$ cat src/rtl/mmv_ram_test_sequencer.sv
// Sequences a set of RAM test engines one at a time: the selected engine owns the shared
// memory master port while it runs, and its faults and watchdog expiries are tallied.
module mmv_ram_test_sequencer #(
    parameter int AWIDTH  = 8,
    parameter int DWIDTH  = 8,
    parameter int NTESTS  = 2,
    parameter int ECNTW   = 16,
    parameter int TOWIDTH = 20
) (
    input  logic                     clk,
    input  logic                     reset,
    input  logic                     clear,
    input  logic                     start,
    input  logic [NTESTS-1:0]        test_ena,
    output logic                     ready,
    output logic                     done,
    output logic                     pass,
    output logic                     fault,
    output logic                     timeout,
    output logic [ECNTW-1:0]         err_cnt,
    output logic [2:0]               cur_test,
    output logic [NTESTS-1:0]        t_clear,
    output logic [NTESTS-1:0]        t_start,
    input  logic [NTESTS-1:0]        t_ready,
    input  logic [NTESTS-1:0]        t_fault,
    input  logic [NTESTS-1:0]        t_done,
    input  logic [NTESTS*AWIDTH-1:0] t_addr,
    input  logic [NTESTS-1:0]        t_wreq,
    input  logic [NTESTS*DWIDTH-1:0] t_wdat,
    input  logic [NTESTS-1:0]        t_rreq,
    output logic [DWIDTH-1:0]        t_rdat,
    output logic [NTESTS-1:0]        t_rval,
    output logic [NTESTS-1:0]        t_busy,
    output logic [AWIDTH-1:0]        m_addr,
    output logic                     m_wreq,
    output logic [DWIDTH-1:0]        m_wdat,
    output logic                     m_rreq,
    input  logic [DWIDTH-1:0]        m_rdat,
    input  logic                     m_rval,
    input  logic                     m_busy
);

    localparam int SELW = (NTESTS > 1) ? $clog2(NTESTS) : 1;
    // Watchdog fires on the edge where the counter would reach all ones.
    localparam logic [TOWIDTH-1:0] WD_LAST = ~TOWIDTH'(1);

    typedef enum logic [2:0] {
        IDLE, SELECT, LAUNCH, RUN, DRAIN, FINISH
    } state_t;

    state_t              state;
    logic [SELW-1:0]     sel;
    logic [NTESTS-1:0]   ena_reg;
    logic [TOWIDTH-1:0]  wd;
    logic [1:0]          dcnt;

    logic [NTESTS-1:0]   sel_oh;
    logic                active;
    logic                fault_hit;
    logic                wd_hit;
    logic [1:0]          inc;
    logic [ECNTW:0]      err_sum;
    logic [ECNTW-1:0]    err_nxt;
    logic [SELW-1:0]     nxt_sel;
    logic                nxt_found;

    assign sel_oh    = NTESTS'(1) << sel;
    assign active    = (state == LAUNCH) || (state == RUN) || (state == DRAIN);
    assign fault_hit = ((state == RUN) || (state == DRAIN)) && t_fault[sel];
    assign wd_hit    = ((state == LAUNCH) || (state == RUN)) && (wd == WD_LAST);
    assign inc       = {1'b0, fault_hit} + {1'b0, wd_hit};
    assign err_sum   = {1'b0, err_cnt} + (ECNTW+1)'(inc);
    assign err_nxt   = err_sum[ECNTW] ? '1 : err_sum[ECNTW-1:0];

    // Lowest enabled engine at or above the current index.
    always_comb begin
        nxt_sel   = '0;
        nxt_found = 1'b0;
        for (int i = NTESTS - 1; i >= 0; i--) begin
            if (ena_reg[i] && (i >= int'(sel))) begin
                nxt_sel   = SELW'(i);
                nxt_found = 1'b1;
            end
        end
    end

    always_ff @(posedge clk) begin
        done    <= 1'b0;
        fault   <= 1'b0;
        t_start <= '0;
        t_clear <= '0;
        if (reset) begin
            state   <= IDLE;
            sel     <= '0;
            ena_reg <= '0;
            err_cnt <= '0;
            wd      <= '0;
            dcnt    <= '0;
            pass    <= 1'b0;
            timeout <= 1'b0;
        end else if (clear) begin
            state   <= IDLE;
            sel     <= '0;
            ena_reg <= '0;
            wd      <= '0;
            dcnt    <= '0;
            timeout <= 1'b0;
            t_clear <= '1;
        end else begin
            if (fault_hit || wd_hit)
                err_cnt <= err_nxt;
            fault <= fault_hit;
            case (state)
                IDLE: begin
                    if (start) begin
                        ena_reg <= test_ena;
                        err_cnt <= '0;
                        timeout <= 1'b0;
                        pass    <= 1'b0;
                        sel     <= '0;
                        state   <= SELECT;
                    end
                end
                SELECT: begin
                    if (nxt_found) begin
                        sel   <= nxt_sel;
                        wd    <= '0;
                        state <= LAUNCH;
                    end else begin
                        state <= FINISH;
                    end
                end
                LAUNCH: begin
                    wd <= wd + 1'b1;
                    if (wd_hit) begin
                        t_clear <= sel_oh;
                        timeout <= 1'b1;
                        dcnt    <= '0;
                        state   <= DRAIN;
                    end else if (t_ready[sel]) begin
                        t_start <= sel_oh;
                        state   <= RUN;
                    end
                end
                RUN: begin
                    wd <= wd + 1'b1;
                    if (wd_hit) begin
                        t_clear <= sel_oh;
                        timeout <= 1'b1;
                        dcnt    <= '0;
                        state   <= DRAIN;
                    end else if (t_done[sel]) begin
                        dcnt  <= '0;
                        state <= DRAIN;
                    end
                end
                DRAIN: begin
                    // Port stays with this engine so late read data still lands.
                    if (dcnt == 2'd3) begin
                        ena_reg[sel] <= 1'b0;
                        state        <= SELECT;
                    end else begin
                        dcnt <= dcnt + 2'd1;
                    end
                end
                FINISH: begin
                    done  <= 1'b1;
                    pass  <= (err_cnt == '0) && !timeout;
                    state <= IDLE;
                end
                default: state <= IDLE;
            endcase
        end
    end

    assign ready    = (state == IDLE);
    assign cur_test = 3'(sel);

    assign m_addr = t_addr[int'(sel)*AWIDTH +: AWIDTH];
    assign m_wdat = t_wdat[int'(sel)*DWIDTH +: DWIDTH];
    assign m_wreq = active && t_wreq[sel];
    assign m_rreq = active && t_rreq[sel];
    assign t_rdat = m_rdat;

    // Unselected engines see a permanently busy port and never see read valid.
    for (genvar g = 0; g < NTESTS; g++) begin : g_lane
        assign t_rval[g] = (sel == SELW'(g)) && m_rval;
        assign t_busy[g] = (sel == SELW'(g)) ? m_busy : 1'b1;
    end

endmodule
$ cat config.mk
export PLATFORM = sky130hd
export DESIGN_NAME = mmv_ram_test_sequencer
export DESIGN_NICKNAME = d
export VERILOG_FILES = /design/src/rtl/mmv_ram_test_sequencer.sv
export SDC_FILE = /design/constraint.sdc
export NUM_CORES = 1
export LEC_CHECK = 0
export ABC_AREA = 1
export BUFFER_PORTS_ARGS = -buffer_cell sky130_fd_sc_hd__buf_2
export CAP_MARGIN = 20
export CORE_ASPECT_RATIO = 1.5
export CORE_MARGIN = 10
export CORE_UTILIZATION = 45
export CTS_BUF_LIST = sky130_fd_sc_hd__clkbuf_8 sky130_fd_sc_hd__clkbuf_16
export CTS_CLUSTER_DIAMETER = 100
export DETAILED_ROUTE_END_ITERATION = 7
export PLACE_DENSITY = 0.73
export SLEW_MARGIN = 20
export SYNTH_ARGS = -nofsm -noshare
export SYNTH_HDL_FRONTEND = slang
export SYNTH_SLANG_ARGS = --single-unit
$ cat constraint.sdc
create_clock -name clk -period 4.9 [get_ports clk]
set_input_delay 0.245 -clock clk [delete_from_list [all_inputs] [get_ports clk]]
set_output_delay 0.245 -clock clk [all_outputs]
set_load 0.1 [all_outputs]
[After elaboration in Yosys (flattened, before gate mapping)]
Index checks and enable logic that the tools add are counted.
Word-level totals
  register bits: 52
  latch bits: 0
  bits in writable memories: 0
  ROM bits: 0
  bits of input ports: 58
  output and inout port bits: 58
  memories kept: 0
Operators by class
  $add $sub $neg: 4
  $mul: 0
  divide/modulo/power cells: 0
  magnitude comparators: 3
  equality and inequality tests: 15
  shifts and indexed selects: 3
  muxes and demuxes: 49
  bitwise logic cells: 6
  reductions and logical operators: 32
Operators with widths (number)
  $mux W16: 4
  $pmux W20 S2: 1
  $shiftx A16 B5 Y8: 2
  $mux W3: 7
  $add A20 B1 Y20 const B: 1
  $eq A20 B20 Y1 const B: 1
  $mux W1: 20
  $mux W20: 1
  $mux W2: 9
  $add A16 B2 Y17: 1
  $logic_not A16 Y1: 1
  $pmux W3 S5: 1
  $reduce_and A3 Y1: 4
  $reduce_bool A2 Y1: 5
  $logic_and A1 B1 Y1: 9
  $ne A2 B2 Y1 const B: 4
  $reduce_and A4 Y1: 2
  $eq A3 B2 Y1 const B: 2
  $eq A3 B3 Y1 const B: 2
  $ne A3 B2 Y1 const B: 2
  $pmux W1 S2: 3
  $pmux W2 S3: 1
  $reduce_or A5 Y1: 1
  $logic_or A1 B1 Y1: 4
  other kinds (19): 24

[Depth between registers and ports, before layout]
  depth after elaboration: 9
  depth in mapped cells: 17
  gate-level depth less buffers: 17

[Least setup slack after synthesis]
Ideal clock, no wire load.
  path type: register to register
  start point: register state[0]
  end point: register err_cnt[8]
  library setup time: 0.132 ns
  arrival time: 2.464 ns
  required time: 4.768 ns
  slack: 2.304 ns
  cell stages (with the launch flop): 18
  path buffers: 2
  cell sequence: dfxtp_1 > nor2_1 > nand2_1 > inv_2 > o21ai_4 > buf_2 > inv_1 > fa_1 > ha_1 > nand2_1 > nor2_1 > nand2_2 > nor3_4 > nand2_2 > buf_6 > nand3_1 > nand3_1 > a21oi_1
Between the ends
  longest elaborated chain between the ends: 9
Ends and longest elaborated chain
  from (decl): line 51  | state_t state;
  from (signal assigned): line 93  | state <= IDLE;
  from (signal assigned): line 102  | state <= IDLE;
  from (signal assigned): line 121  | state <= SELECT;
  $eq A3 B2 Y1 or $eq A3 B3 Y1 (tied branches): line 69  | assign fault_hit = ((state == RUN) || (state == DRAIN)) && t_fault[sel];
  $logic_or A1 B1 Y1 *: line 69
  $logic_and A1 B1 Y1 *: line 69
  net fault_hit: line 59  | logic fault_hit;
  $add A1 B1 Y2: line 71  | assign inc = {1'b0, fault_hit} + {1'b0, wd_hit};
  $add A16 B2 Y17: line 72  | assign err_sum = {1'b0, err_cnt} + (ECNTW+1)'(inc);
  $mux W16: line 73  | assign err_nxt = err_sum[ECNTW] ? '1 : err_sum[ECNTW-1:0];
  $mux W16 *: line 110  | if (fault_hit || wd_hit)
  $mux W16: line 115  | if (start) begin
  $mux W16 *: line 113  | case (state)
  to (signal assigned): line 111  | err_cnt <= err_nxt;
  to (decl): line 20  | output logic [ECNTW-1:0] err_cnt,
The timed path passes the listed nets; every way through them passes the cells marked *.
A chain may end at the register's enable or synchronous reset.

[Worst setup path in the final report]
  start point: register state[2]
  end point: register err_cnt[7]
Between the ends
  longest elaborated chain between the ends: 9
Ends and longest elaborated chain (line)
  $eq A3 B2 Y1 (tied with other cells): 69, 70
  $logic_or A1 B1 Y1, on equally long branches: 69, 70
  $logic_and A1 B1 Y1, on equally long branches: 69, 70
  $add A1 B1 Y2: 71
  $add A16 B2 Y17: 72
  $mux W16: 73
  $mux W16: 110
  $mux W16: 115
  $mux W16 *: 113
Mark *: on every way between the ends. The rest lies on a longest branch, timed or not.

==> summary.md <==
| Metric | Value |
|---|---|
| Via count of the first global-routing pass | 3665 |
| Outcome | completed |
| Post-synth design cell area | 3460 µm² |
| Kind of capture point of the worst setup path | flip-flop |
| Die area | between 10000 and 15000 µm² |
| Post-layout net count | roughly 710 |
| RSZ-0062 raised after global routing | no |
| Worst path arrival time | roughly 3400 ps |
| Number of core rows | 39 |
| Global route overflow | 0 |
| Maximum number of pins on one net before global-route repair | 30 |
| Cell Pwr Density | around 260 nW/µm² |
| Final period utilization | roughly 65% |
| Max-cap viol count | 0 |
| Number of instances in the synthesized netlist | roughly 570 |
| Root Buffer Master | clkbuf_16 |
| Number of synthesized register bits | 52 |
| Setup TNS | 0 ps |
| Global-route wire length before repair | 16600 µm |
| Min-Delay Path Class | primary input to flip-flop |
| Highest net fanout along the worst path | 14 |
| Setup fix buffers added after clock tree synthesis | 0 |
| Biggest regs | wd (20), err_cnt (16), state (3) |
| Setup CP Type | flip-flop to flip-flop |
| Setup Skew | 7.06 ps |
| Most common library cell in the layout ignoring fill and taps | nand2_1 |
| Via count normalized by instance count | 5.03 |
| Number of max-slew violations in the final report | 0 |
| Post-Route Utilization | 53.8% |
| Core area | 7560 µm² |
| H-tree lvl count | 2 |
| Most frequent cells in the layout | 169 x nand2_1, 97 x buf_2, 67 x inv_1, 62 x nand3_1, 52 x dfxtp_1 |
| Starting Density | 45.7% |
| Number of hold violations in the final report | 0 |
| Detailed placement HPWL | 7890 µm |
| Leakage Power | 1.96 nW |
| Flip-flop and latch area | around 1000 µm² |
| Tightest Pin Transition | 681 ps |
| Final std cells w/o fill | 747 |
| Router iterations before antenna repair | 5 |
| Total global-route track usage | between 15 and 20% |
| Smallest hold slack | 204 ps |
| Sequential share of the synthesized area | 30.1% |
| Proportion of layout cells with a drive suffix above 1 | between 20% and 30% |
| Relative slew margins | 54.2% |
| Number of resized instances in the post-cts repair step | 0 |
| Routed len/inst | around 14 µm |
| Number of nets still failing antenna checks after routing | 0 |
| Maximum VDD drop | 0.148 mV |
| Area added between synthesis and finish | 17.5% |
| Number of antenna violations at the first check in global routing | 0 |
| Number of top-level pins | 116 |
| Gpl congestion | 0.900 |
| Mapped Avg Cell Area | 6.11 µm² |
| Count of inserted antenna diode cells | 0 |
| Max reg flops | 20 |
| Register with the highest flop count | wd |
| Chip height | 127 µm |
| Multi-input combinational cell area | 1990 µm² |
| Total DRC errors in the routed layout | 0 |
| Total via count after detailed routing | 3758 |
| # fillers | 779 |
| Floorplan die width | 91.6 µm |
| Yosys warnings | 0 |
| Worst-case clock buffer depth | 2 |
| Dpl cells | 739 |
| Total of buffers placed on input and output ports | 97 |
| Unique cell type count in the Yosys netlist | 37 |
| # setup viols final | 0 |
| Clock latency reported for the late side of the worst-skew pair | a little under 300 ps |
| Hold buffer count at cts | 0 |
| Category of the worst setup path launch point | flip-flop |
| Clock tree from TritonCTS | yes |
| Slack of the worst reg-to-reg path | 1710 ps |
| Total CTS buffers | 5 |
| Initial DRC count | 219 |
| Minimum clock period after layout | 3190 ps |
| Worst endpoint required time | 5120 ps |
| # clock sinks | 52 |
| Fmax achieved | between 0.3 and 0.4 GHz |
| Final Routed Wirelength | 10300 µm |
| CTS clock-pin slew for the worst setup and hold paths | 70 ps |
-- where the power goes --
group / total (W) / internal [W] / switching (W)
Clock: 0.000357 / 0.000202 / 0.000155
Combinational: 0.000243 / 0.0000514 / 0.000191
Sequential: 0.000438 / 0.000430 / 0.00000846
-- cell usage after synthesis (all sizes together) --
cell type	n	area (µm²)
xnor2	2	17.5
ha	4	50.1
buf	22	144
nor2	55	221
nand4	15	100
a31oi	2	12.5
o211ai	1	7.51
nor4	3	18.8
clkbuf	6	22.5
nand3b	3	22.5
or2	1	6.26
o221ai	1	8.76
nor3	12	76.3
fa	1	20.0
mux2i	1	10.0
xor2	5	43.8
o21ai	22	121
o31ai	1	7.51
dfxtp	52	1040
a21oi	45	225
conb	1	3.75
inv	72	270
nand3	63	320
nand2	176	688
-- metrics by stage --
step | total power, W | cell area, µm² | setup slack [ps]
3_5_place_dp | 0.000689 | 3920 | 1730
6_report | 0.00104 | 4070 | 1710
5_1_grt | 0.00108 | 4070 | 1420
3_3_place_gp | 0.000687 | 3920 | 1860
4_1_cts | 0.00105 | 4070 | 1720
2_1_floorplan | 0.000669 | 3460 | 2300
-- worst paths after layout --
check                                start    endpoint  cells past startpoint
worst max-delay path              state[2]  err_cnt[7]                     15
worst min-delay path            t_ready[0]  t_start[0]                      3
worst max register to register    state[2]  err_cnt[7]                     15
worst min register to register       wd[5]       wd[5]                      2
-- metal layers --
layer  wire (µm)  track usage, %  vias up
li1            -               -     1953
met1        4120            17.4     1698
met2        5520            32.7       97
met3         488            3.52       10
met4         147            5.46        0
met5           0               0        -
-- cell families after synthesis --
logic type	after synthesis	synth area share [%]
adders and majority gates	5	2.03
muxes	1	0.289
buffers and inverters	100	12.6
xor gates and xnor gates	7	1.77
AOI/OAI and AO/OA	72	11.1
and+or+nand+nor	328	42.0
other	1	0.108
DFF	52	30.1
-- critical path: stages (launching register included) --
cell and delay [ps]:
dfxtp_1 380, inv_2 110, nand2_1 130, inv_1 150, nand4_1 90, nor3_1 590
fa_1 350, ha_1 220, nand2_1 70, nor2_1 120, nand2_2 120, nor3_4 170
nand2_2 230, nand3_1 180, nand3_1 80, a21oi_1 130
-- area by class of cell --
| type | count | share of cell area [%] |
|---|---|---|
| inverters | 72 | 6.65 |
| multi-input cells | 415 | 48.8 |
| clock buffers | 6 | 3.42 |
| well taps | 102 | 3.14 |
| clock inverters | 2 | 0.246 |
| flip-flops and latches | 52 | 25.6 |
| repair buffers | 98 | 12.1 |
Note: power is estimated with default switching activity, not from simulation.
